==> src/rtl/scie_pkg.sv <==
// Shared decode constants, operation encoding and pipeline-stage record for the
// SCIE multiply-accumulate coprocessor.
package scie_pkg;

  localparam logic [6:0] SCIE_OPCODE    = 7'h0B;
  localparam int         SCIE_MAX_XLEN  = 64;
  localparam int         SCIE_MAX_IDX_W = 4;

  typedef enum logic [2:0] {
    OP_MAC   = 3'd0,
    OP_LOAD  = 3'd1,
    OP_READ  = 3'd2,
    OP_CLEAR = 3'd3
  } scie_op_e;

  // Sized for the widest legal configuration; modules use the low bits they need.
  typedef struct packed {
    logic                      valid;
    scie_op_e                  op;
    logic [SCIE_MAX_IDX_W-1:0] index;
    logic [SCIE_MAX_XLEN-1:0]  rs1;
    logic [SCIE_MAX_XLEN-1:0]  rs2;
    logic                      illegal;
  } scie_stage_t;

  function automatic logic scie_is_illegal(input logic [31:0] insn);
    return (insn[6:0] != SCIE_OPCODE) || (insn[14:12] > 3'd3);
  endfunction

endpackage

==> src/rtl/scie_mac_unit.sv <==
// Accumulator update datapath: MAC / LOAD / READ / CLEAR on one accumulator.
// Build option SCIE_MAC_SATURATE_EN clamps the MAC sum instead of wrapping.
module scie_mac_unit
  import scie_pkg::*;
#(
  parameter int XLEN = 32
) (
  input  scie_op_e          op,
  input  logic [XLEN-1:0]   acc_in,
  input  logic [XLEN-1:0]   rs1,
  input  logic [XLEN-1:0]   rs2,
  output logic [XLEN-1:0]   acc_out
);

`ifdef SCIE_MAC_SATURATE_EN
  localparam int PW = 2 * XLEN;
  localparam int SW = PW + 1;

  logic signed [XLEN-1:0] acc_s;
  logic signed [XLEN-1:0] rs1_s;
  logic signed [XLEN-1:0] rs2_s;
  logic signed [PW-1:0]   prod_full;
  logic signed [SW-1:0]   sum_full;
  logic        [XLEN-1:0] mac_res;

  // In range exactly when every bit above the result's sign bit matches it.
  function automatic logic [XLEN-1:0] sat_clamp(input logic signed [SW-1:0] s);
    if ((&s[SW-1:XLEN-1]) || !(|s[SW-1:XLEN-1]))
      return s[XLEN-1:0];
    else if (s[SW-1])
      return {1'b1, {(XLEN-1){1'b0}}};
    else
      return {1'b0, {(XLEN-1){1'b1}}};
  endfunction

  assign acc_s     = signed'(acc_in);
  assign rs1_s     = signed'(rs1);
  assign rs2_s     = signed'(rs2);
  assign prod_full = PW'(rs1_s) * PW'(rs2_s);
  assign sum_full  = SW'(acc_s) + SW'(prod_full);
  assign mac_res   = sat_clamp(sum_full);
`else
  logic [XLEN-1:0] mac_res;

  // Low XLEN bits of a signed product equal those of the unsigned product.
  function automatic logic [XLEN-1:0] wrap_mac(input logic [XLEN-1:0] a,
                                               input logic [XLEN-1:0] x,
                                               input logic [XLEN-1:0] y);
    logic [XLEN-1:0] p;
    p = x * y;
    return a + p;
  endfunction

  assign mac_res = wrap_mac(acc_in, rs1, rs2);
`endif

  always_comb begin
    acc_out = acc_in;
    case (op)
      OP_MAC:   acc_out = mac_res;
      OP_LOAD:  acc_out = rs1;
      OP_READ:  acc_out = acc_in;
      OP_CLEAR: acc_out = '0;
      default:  acc_out = acc_in;
    endcase
  end

endmodule

==> src/rtl/scie_mac_pipe.sv <==
// SCIE custom-0 MAC coprocessor: fixed-latency pipeline with a per-accumulator
// hazard scoreboard. Build option SCIE_MAC_SATURATE_EN selects saturating MAC.
module scie_mac_pipe
  import scie_pkg::*;
#(
  parameter int XLEN    = 32,
  parameter int NACC    = 4,
  parameter int LATENCY = 3
) (
  input  logic            clock,
  input  logic            reset,
  input  logic            io_valid,
  output logic            io_ready,
  input  logic [31:0]     io_insn,
  input  logic [XLEN-1:0] io_rs1,
  input  logic [XLEN-1:0] io_rs2,
  output logic [XLEN-1:0] io_rd,
  output logic            io_rd_valid,
  output logic            io_illegal
);

  localparam int IDX_W = (NACC > 1) ? $clog2(NACC) : 1;

  scie_stage_t     stage_q [LATENCY];
  scie_stage_t     stage_d [LATENCY];
  logic [XLEN-1:0] acc_q   [NACC];
  logic [XLEN-1:0] acc_d   [NACC];
  logic [XLEN-1:0] rd_q, rd_d;
  logic            rd_valid_q, rd_valid_d;
  logic            illegal_q, illegal_d;

  logic [IDX_W-1:0] cur_idx;
  logic [IDX_W-1:0] fin_idx;
  logic             hazard;
  logic             accept;
  logic             cur_illegal;
  logic [XLEN-1:0]  mac_out;
  logic             unused_insn_bits;

  assign unused_insn_bits = ^{io_insn[31:25], io_insn[24:15], io_insn[11:7]};

  generate
    if (NACC > 1) begin : g_idx
      assign cur_idx = io_insn[25 +: IDX_W];
    end else begin : g_idx1
      assign cur_idx = '0;
    end
  endgenerate

  assign cur_illegal = scie_is_illegal(io_insn);
  assign fin_idx     = stage_q[LATENCY-1].index[IDX_W-1:0];

  // Any legal in-flight op on the requested accumulator stalls the request.
  always_comb begin
    hazard = 1'b0;
    for (int i = 0; i < LATENCY; i++) begin
      if (stage_q[i].valid && !stage_q[i].illegal &&
          (stage_q[i].index[IDX_W-1:0] == cur_idx))
        hazard = 1'b1;
    end
  end

  assign io_ready = !hazard;
  assign accept   = io_valid && io_ready;

  // Stage 0 capture, then plain shift through the remaining stages.
  always_comb begin
    stage_d[0]         = '0;
    stage_d[0].valid   = accept;
    stage_d[0].illegal = cur_illegal;
    stage_d[0].op      = cur_illegal ? OP_READ : scie_op_e'(io_insn[14:12]);
    stage_d[0].index   = SCIE_MAX_IDX_W'(cur_idx);
    stage_d[0].rs1     = SCIE_MAX_XLEN'(io_rs1);
    stage_d[0].rs2     = SCIE_MAX_XLEN'(io_rs2);
    for (int i = 1; i < LATENCY; i++)
      stage_d[i] = stage_q[i-1];
  end

  scie_mac_unit #(
    .XLEN (XLEN)
  ) u_mac (
    .op      (stage_q[LATENCY-1].op),
    .acc_in  (acc_q[fin_idx]),
    .rs1     (stage_q[LATENCY-1].rs1[XLEN-1:0]),
    .rs2     (stage_q[LATENCY-1].rs2[XLEN-1:0]),
    .acc_out (mac_out)
  );

  // Final stage: accumulator write-back and registered result.
  always_comb begin
    for (int a = 0; a < NACC; a++)
      acc_d[a] = acc_q[a];
    rd_d       = '0;
    rd_valid_d = stage_q[LATENCY-1].valid;
    illegal_d  = stage_q[LATENCY-1].valid && stage_q[LATENCY-1].illegal;
    if (stage_q[LATENCY-1].valid && !stage_q[LATENCY-1].illegal) begin
      acc_d[fin_idx] = mac_out;
      rd_d           = mac_out;
    end
  end

  always_ff @(posedge clock or negedge reset) begin
    if (!reset) begin
      for (int i = 0; i < LATENCY; i++)
        stage_q[i] <= '0;
      for (int a = 0; a < NACC; a++)
        acc_q[a] <= '0;
      rd_q       <= '0;
      rd_valid_q <= 1'b0;
      illegal_q  <= 1'b0;
    end else begin
      for (int i = 0; i < LATENCY; i++)
        stage_q[i] <= stage_d[i];
      for (int a = 0; a < NACC; a++)
        acc_q[a] <= acc_d[a];
      rd_q       <= rd_d;
      rd_valid_q <= rd_valid_d;
      illegal_q  <= illegal_d;
    end
  end

  assign io_rd       = rd_q;
  assign io_rd_valid = rd_valid_q;
  assign io_illegal  = illegal_q;

endmodule
==> config.mk <==
export PLATFORM = sky130hd
export DESIGN_NAME = scie_mac_pipe
export DESIGN_NICKNAME = d
export VERILOG_FILES = /design/src/rtl/scie_pkg.sv /design/src/rtl/scie_mac_unit.sv /design/src/rtl/scie_mac_pipe.sv
export SDC_FILE = /design/constraint.sdc
export NUM_CORES = 2
export LEC_CHECK = 0
export ABC_AREA = 1
export CAP_MARGIN = 40
export CELL_PAD_IN_SITES_DETAIL_PLACEMENT = 2
export CELL_PAD_IN_SITES_GLOBAL_PLACEMENT = 2
export CORE_AREA = 2 2 287 289
export CTS_CLUSTER_SIZE = 24
export DETAILED_ROUTE_END_ITERATION = 12
export DIE_AREA = 0 0 289 291
export PLACE_DENSITY = 0.92
export SYNTH_ARGS = -nofsm -noshare
export SYNTH_HDL_FRONTEND = slang
export SYNTH_SLANG_ARGS = --single-unit
==> constraint.sdc <==
create_clock -name clock -period 8.5 [get_ports clock]
set_input_delay 1.275 -clock clock [delete_from_list [all_inputs] [get_ports clock]]
set_output_delay 1.275 -clock clock [all_outputs]
set_load 0.1 [all_outputs]
== Yosys cells after proc, flatten, opt, wreduce, memory -nomap -nowiden ==
Cells that the tools add are included.
Storage, ports and cells
  register bits after elaboration: 375
  word-level logic and storage cells: 64
  input bits: 99
  output and inout port bits: 35
Operators by class
  order comparisons: 3
  reductions and logical operators: 15
  $add $sub $neg: 1
  bitwise operators: 1
  eq/ne operators: 6
  $mul: 1
  mux-type cells: 12
Operators by type and width (number)
  $bwmux W128: 1
  $mux W32: 4
  $pmux W32 S3: 1
  $bmux W32 S2: 1
  $demux W32 S2: 1
  $add A32 B32 Y32: 1
  $mul A32 B32 Y32: 1
  $logic_and A1 B1 Y1: 9
  $ne A7 B4 Y1 const B: 1
  $eq A2 B2 Y1: 3
  $logic_not A1 Y1: 4
  $eq A3 B1 Y1 const B: 1
  $eq A3 B2 Y1 const B: 1
  $ge A3 B3 Y1 const B: 1
  $gt A3 B2 Y1 const B: 1
  $logic_not A3 Y1: 1
  $lt A3 B1 Y1 const B: 1
  $mux W1: 3
  $mux W3: 1
  $not A2 Y3: 1
  $logic_or A1 B1 Y1: 1

== Logic depth before layout (Yosys ltp) ==
  depth after elaboration: 8
  mapped depth: 39
  depth with buffers taken out: 37

== Modules after synthesis ==
Synthesis repeated with hierarchy kept, for this count alone.
Unflattened totals
  cell total of the unflattened synthesis: 3485
  area total of the unflattened synthesis: 30461.7 um2
Modules (own cells, without submodules)
  scie_mac_unit: area each 18411.4 um2, seq. area each 0.0 um2, times used 1, cells each 2545
  scie_mac_pipe: area each 12050.3 um2, seq. area each 9384.0 um2, times used 1, cells each 940

== Worst setup path before layout ==
OpenSTA, ideal clock, no wires.
  path kind: register to register
  start point: reg stage_q (netlist bit fin_idx[1])
  end point: reg acc_q[29] (netlist name)
  setup slack: 1412 ps
  cell stages (with the launch flop): 33
  arrival time: 6962 ps
  path buffers: 1
  library setup time: 126 ps
  path through: dfrtp_1 inv_1 nor2_4 inv_1 clkbuf_1 o221ai_1 fa_1 inv_1 fa_1 inv_1 fa_1 inv_1 fa_1 inv_1 fa_1 fa_1 fa_1 inv_1 fa_1 inv_1 ha_1 nand2_1 nor2_1 inv_1 nor3_2 nand4_1 nand3_1 a21o_1 a21oi_1 o21ai_1 nand3_1 nand2_1 o21ai_0
Between the ends
  longest elaborated chain between the ends: 7
Ends and longest elaborated chain
  from (decl): RTL line scie_mac_pipe.sv:24  | scie_stage_t stage_q [LATENCY];
  from (signal, indexed assignment): RTL line scie_mac_pipe.sv:113  | stage_q[i] <= stage_d[i];
  $not A2 Y3 (implied by the code) *: RTL line scie_mac_pipe.sv:83, scie_mac_pipe.sv:97
  $bmux W32 S2: RTL line scie_mac_pipe.sv:83  | .acc_in (acc_q[fin_idx]),
  $mux W32 (implied by the code) (2 in series): RTL line scie_mac_pipe.sv:83
  $add A32 B32 Y32: RTL line scie_mac_unit.sv:51  | return a + p;
  $pmux W32 S3: RTL line scie_mac_unit.sv:59  | case (op)
  $bwmux W128 *: RTL line scie_mac_pipe.sv:97  | acc_d[fin_idx] = mac_out;
  to (signal, indexed assignment): RTL line scie_mac_pipe.sv:115  | acc_q[a] <= acc_d[a];
  to (decl): RTL line scie_mac_pipe.sv:26  | logic [XLEN-1:0] acc_q [NACC];
Mark *: on every way between the ends. The rest lies on a longest branch, timed or not. The select of a mux whose other input is x is not followed.
A chain may end at the register's enable or synchronous reset.

== Worst setup path after layout ==
  start point: reg stage_q[13] (netlist name)
  end point: reg rd_q[24], in the netlist io_rd[24]
Between the ends
  longest elaborated chain between the ends: 4
Ends and longest elaborated chain
  $mul A32 B32 Y32: RTL line scie_mac_unit.sv:50  | p = x * y;
  $add A32 B32 Y32: RTL line scie_mac_unit.sv:51
  $pmux W32 S3: RTL line scie_mac_unit.sv:59
  $mux W32: RTL line scie_mac_pipe.sv:96  | if (stage_q[LATENCY-1].valid && !stage_q[LATENCY-1].illegal) begin
  net rd_d[24]: RTL line scie_mac_pipe.sv:28  | logic [XLEN-1:0] rd_q, rd_d;
  to (signal assigned): RTL line scie_mac_pipe.sv:116  | rd_q <= rd_d;
  to (decl): RTL line scie_mac_pipe.sv:28
The timed path passes the listed nets, and every way through them passes these cells.

==> impl_metrics.ini <==
[run_status]
status = complete, but fails checks
violations = negative setup slack

[floorplan]
coreArea_um2 = 81200
die_w_um = 289
io_pins = 134
start_util = 0.377
rows = 105
fp.dieArea_um2 = 84100
die_height_um = 291

[timing]
period_needed_ns = 10.05
tightest_slew_ns = 1.07
fin_crit_sh = 1.18
timing.fmax_mhz = 99.5
rsz0062_at_grt = yes
worst_slack_ns = -1.55
hold_viol_final = 0
skew_ns = 0.0741
finalSetupTns_ns = -66.46
slew_violations = 0
relSlewSlack = 0.281
setup-violations-final = 72

[synth]
syn_avg_cell_area_um2 = 8.62
synth_top_cell_area_share = 0.306
yosys.area.top_type = dfrtp_1
yosysMostFrequentCell = nand2_1
ys.flop_type = dfrtp_1
synth_warnings = 0
synth-edff-count = 0
ys_ff_latch = 375
synth_nets = 4214
netlist_top_cells_area = dfrtp_1, fa_1, nand2_1, inv_1, ha_1
synth.distinct_cells = 53
syn_inst = 3553
synth-seq-area-share = 0.306
async_flop_share = 1.00
synth_common_cells = nand2_1, inv_1, fa_1
synth_area_um2 = 30600

[final_layout]
fillers = 8765
areaGrowthSynthToFinish_pct = 18.9
fin_nets = 4371
regArea_um2 = 9410
multi_input_area_um2 = 17400
drive_gt1_frac = 0.103
final_cells = 4812

[placement]
gp_congestion = 0.873
hpwl_um = 102000
place_inst = 4695
portBuffers = 113
dpl_worst_slack_ns = -0.303

[cts]
h-tree-depth = 2
path_clk_slew_ns = 0.07
numCtsBuffers = 42
clkSinkCount = 375
cts-root-buf = clkbuf_16
clk_latency_ns = 0.67
cts_tree = done
ctsHoldBuffers = 0
clockBufferDepth = 3

[worst_setup_path]
r2r-start = stage_q[13]
arrival_ns = 10.49
r2r_slack_ns = -1.55
cp.required_ns = 8.94
slowest_delay_ns = 0.82
worst-setup-path-type = register to register
path_max_fanout = 17
r2r.worst_path.cells = 25
critPathLaunchType = register
reg2reg_to = io_rd[24]
crit_slowest_cell = fa_1
endpoint_kind = register

[routing]
vias = 29514
wl_per_cell_um = 39.1
via_per_inst = 6.13
first_iter_violations = 3397
totalWireLength_um = 188000
antenna_left = 0
drc_errors = 0
dr.pass1.iters = 5

[worst_hold_path]
hp-start = stage_d[143]
min_path_type = register to register
holdPathStages = 0
worst_hold_path.endpoint = stage_d[6]

[grt]
antenna_found_initial = 12
grt_overflow = 0
grt_pass1_vias = 33125
grt_max_degree = 132
gr-usage-all-layers = 0.385
grt_pass1_wl_um = 232000

[flow_run]
cap_violations = 0
[registers in the layout, indices dropped and copies added, names as in the netlist]
register     cells
fin_idx          2
stage_d        142
stage_q         68
io_illegal       1
acc_q          128
io_rd           32
rd_valid_d       1
io_rd_valid      1
[placed cells by master (no fill, tap or decap), types with 11 or more instances in the layout]
cell type / count
nand2_1: 1003
inv_1: 946
fa_1: 422
dfrtp_1: 358
ha_1: 114
clkdlybuf4s50_1: 112
o21ai_0: 91
buf_4: 82
nand3_1: 65
a21oi_1: 53
clkbuf_16: 42
nor2_1: 39
buf_8: 33
a31oi_1: 25
buf_16: 23
inv_2: 19
a22oi_1: 18
dfrtp_2: 17
fa_2: 16
nand3_2: 14
o21ai_1: 13
a21oi_2: 12
nand2_2: 11
nand3b_1: 11
[critical path, delay by kind of cell, from the launching register on]
family / cells / cell delay [ns]
AO/OA/AOI/OAI: 6 / 1.81
adder cells (fa/ha/maj): 9 / 5.02
buffers and inverters: 9 / 2.01
flip-flops: 1 / 0.50
AND/OR/NAND/NOR: 1 / 0.44
[metal layers]
layer	GRT usage	wire [um]
met5	0	354
met4	0.299	20500
met3	0.111	21200
met2	0.632	85000
met1	0.415	61300
[metrics by stage]
| step | hold WS (ns) | util | cell area (um^2) |
|---|---|---|---|
| 3_5_place_dp | 0.336 | 0.418 | 33900 |
| 5_1_grt | 0.325 | 0.449 | 36400 |
| 3_3_place_gp | 0.332 | 0.406 | 32900 |
| 2_1_floorplan | 0.331 | - | 30600 |
| 6_report | 0.322 | 0.449 | 36400 |
| 4_1_cts | 0.335 | 0.438 | 35600 |
[layout make-up]
cell class	count	share of cell area
inverters	974	0.101
diodes	2	0.000137
multi-input cells	2053	0.479
well taps	1070	0.0368
clock inverters	19	0.00763
clock buffers	55	0.0316
repair buffers	264	0.0853
flip-flops and latches	375	0.258
[logic make-up (layout without fill, tap and decap cells)]
group           Yosys count  after routing  share of synthesized area
simple gates           1196           1196                      0.156
buf+inv                1125           1312                      0.141
fa+ha+maj               562            562                      0.337
flops                   375            375                      0.306
compound gates          288            288                     0.0576
xor+xnor                  6              6                    0.00172
other cells               1              3                   0.000122
[worst max path at each step]
stage                     start   endpoint  slack (ns)  depth (start not counted)
floorplan            fin_idx[1]  acc_q[29]        1.41                         32
global placement     fin_idx[0]  acc_q[30]        0.48                         30
detailed placement   fin_idx[1]  acc_q[30]       -0.30                         28
CTS                  fin_idx[1]  acc_q[31]       -0.02                         33
global route         stage_q[1]  io_rd[24]       -1.28                         26
finish              stage_q[13]  io_rd[24]       -1.55                         25
[what timing repair did]
item | CTS | global route
buffers inserted | 6 | 29
resized for setup | 32 | 137
cloned | 1 | 0
pin swaps | 4 | 39
setup endpoints to repair | 73 | 66
Power is not shown: default switching activity piles up to over one toggle a cycle in this logic, so the estimate is an artifact.
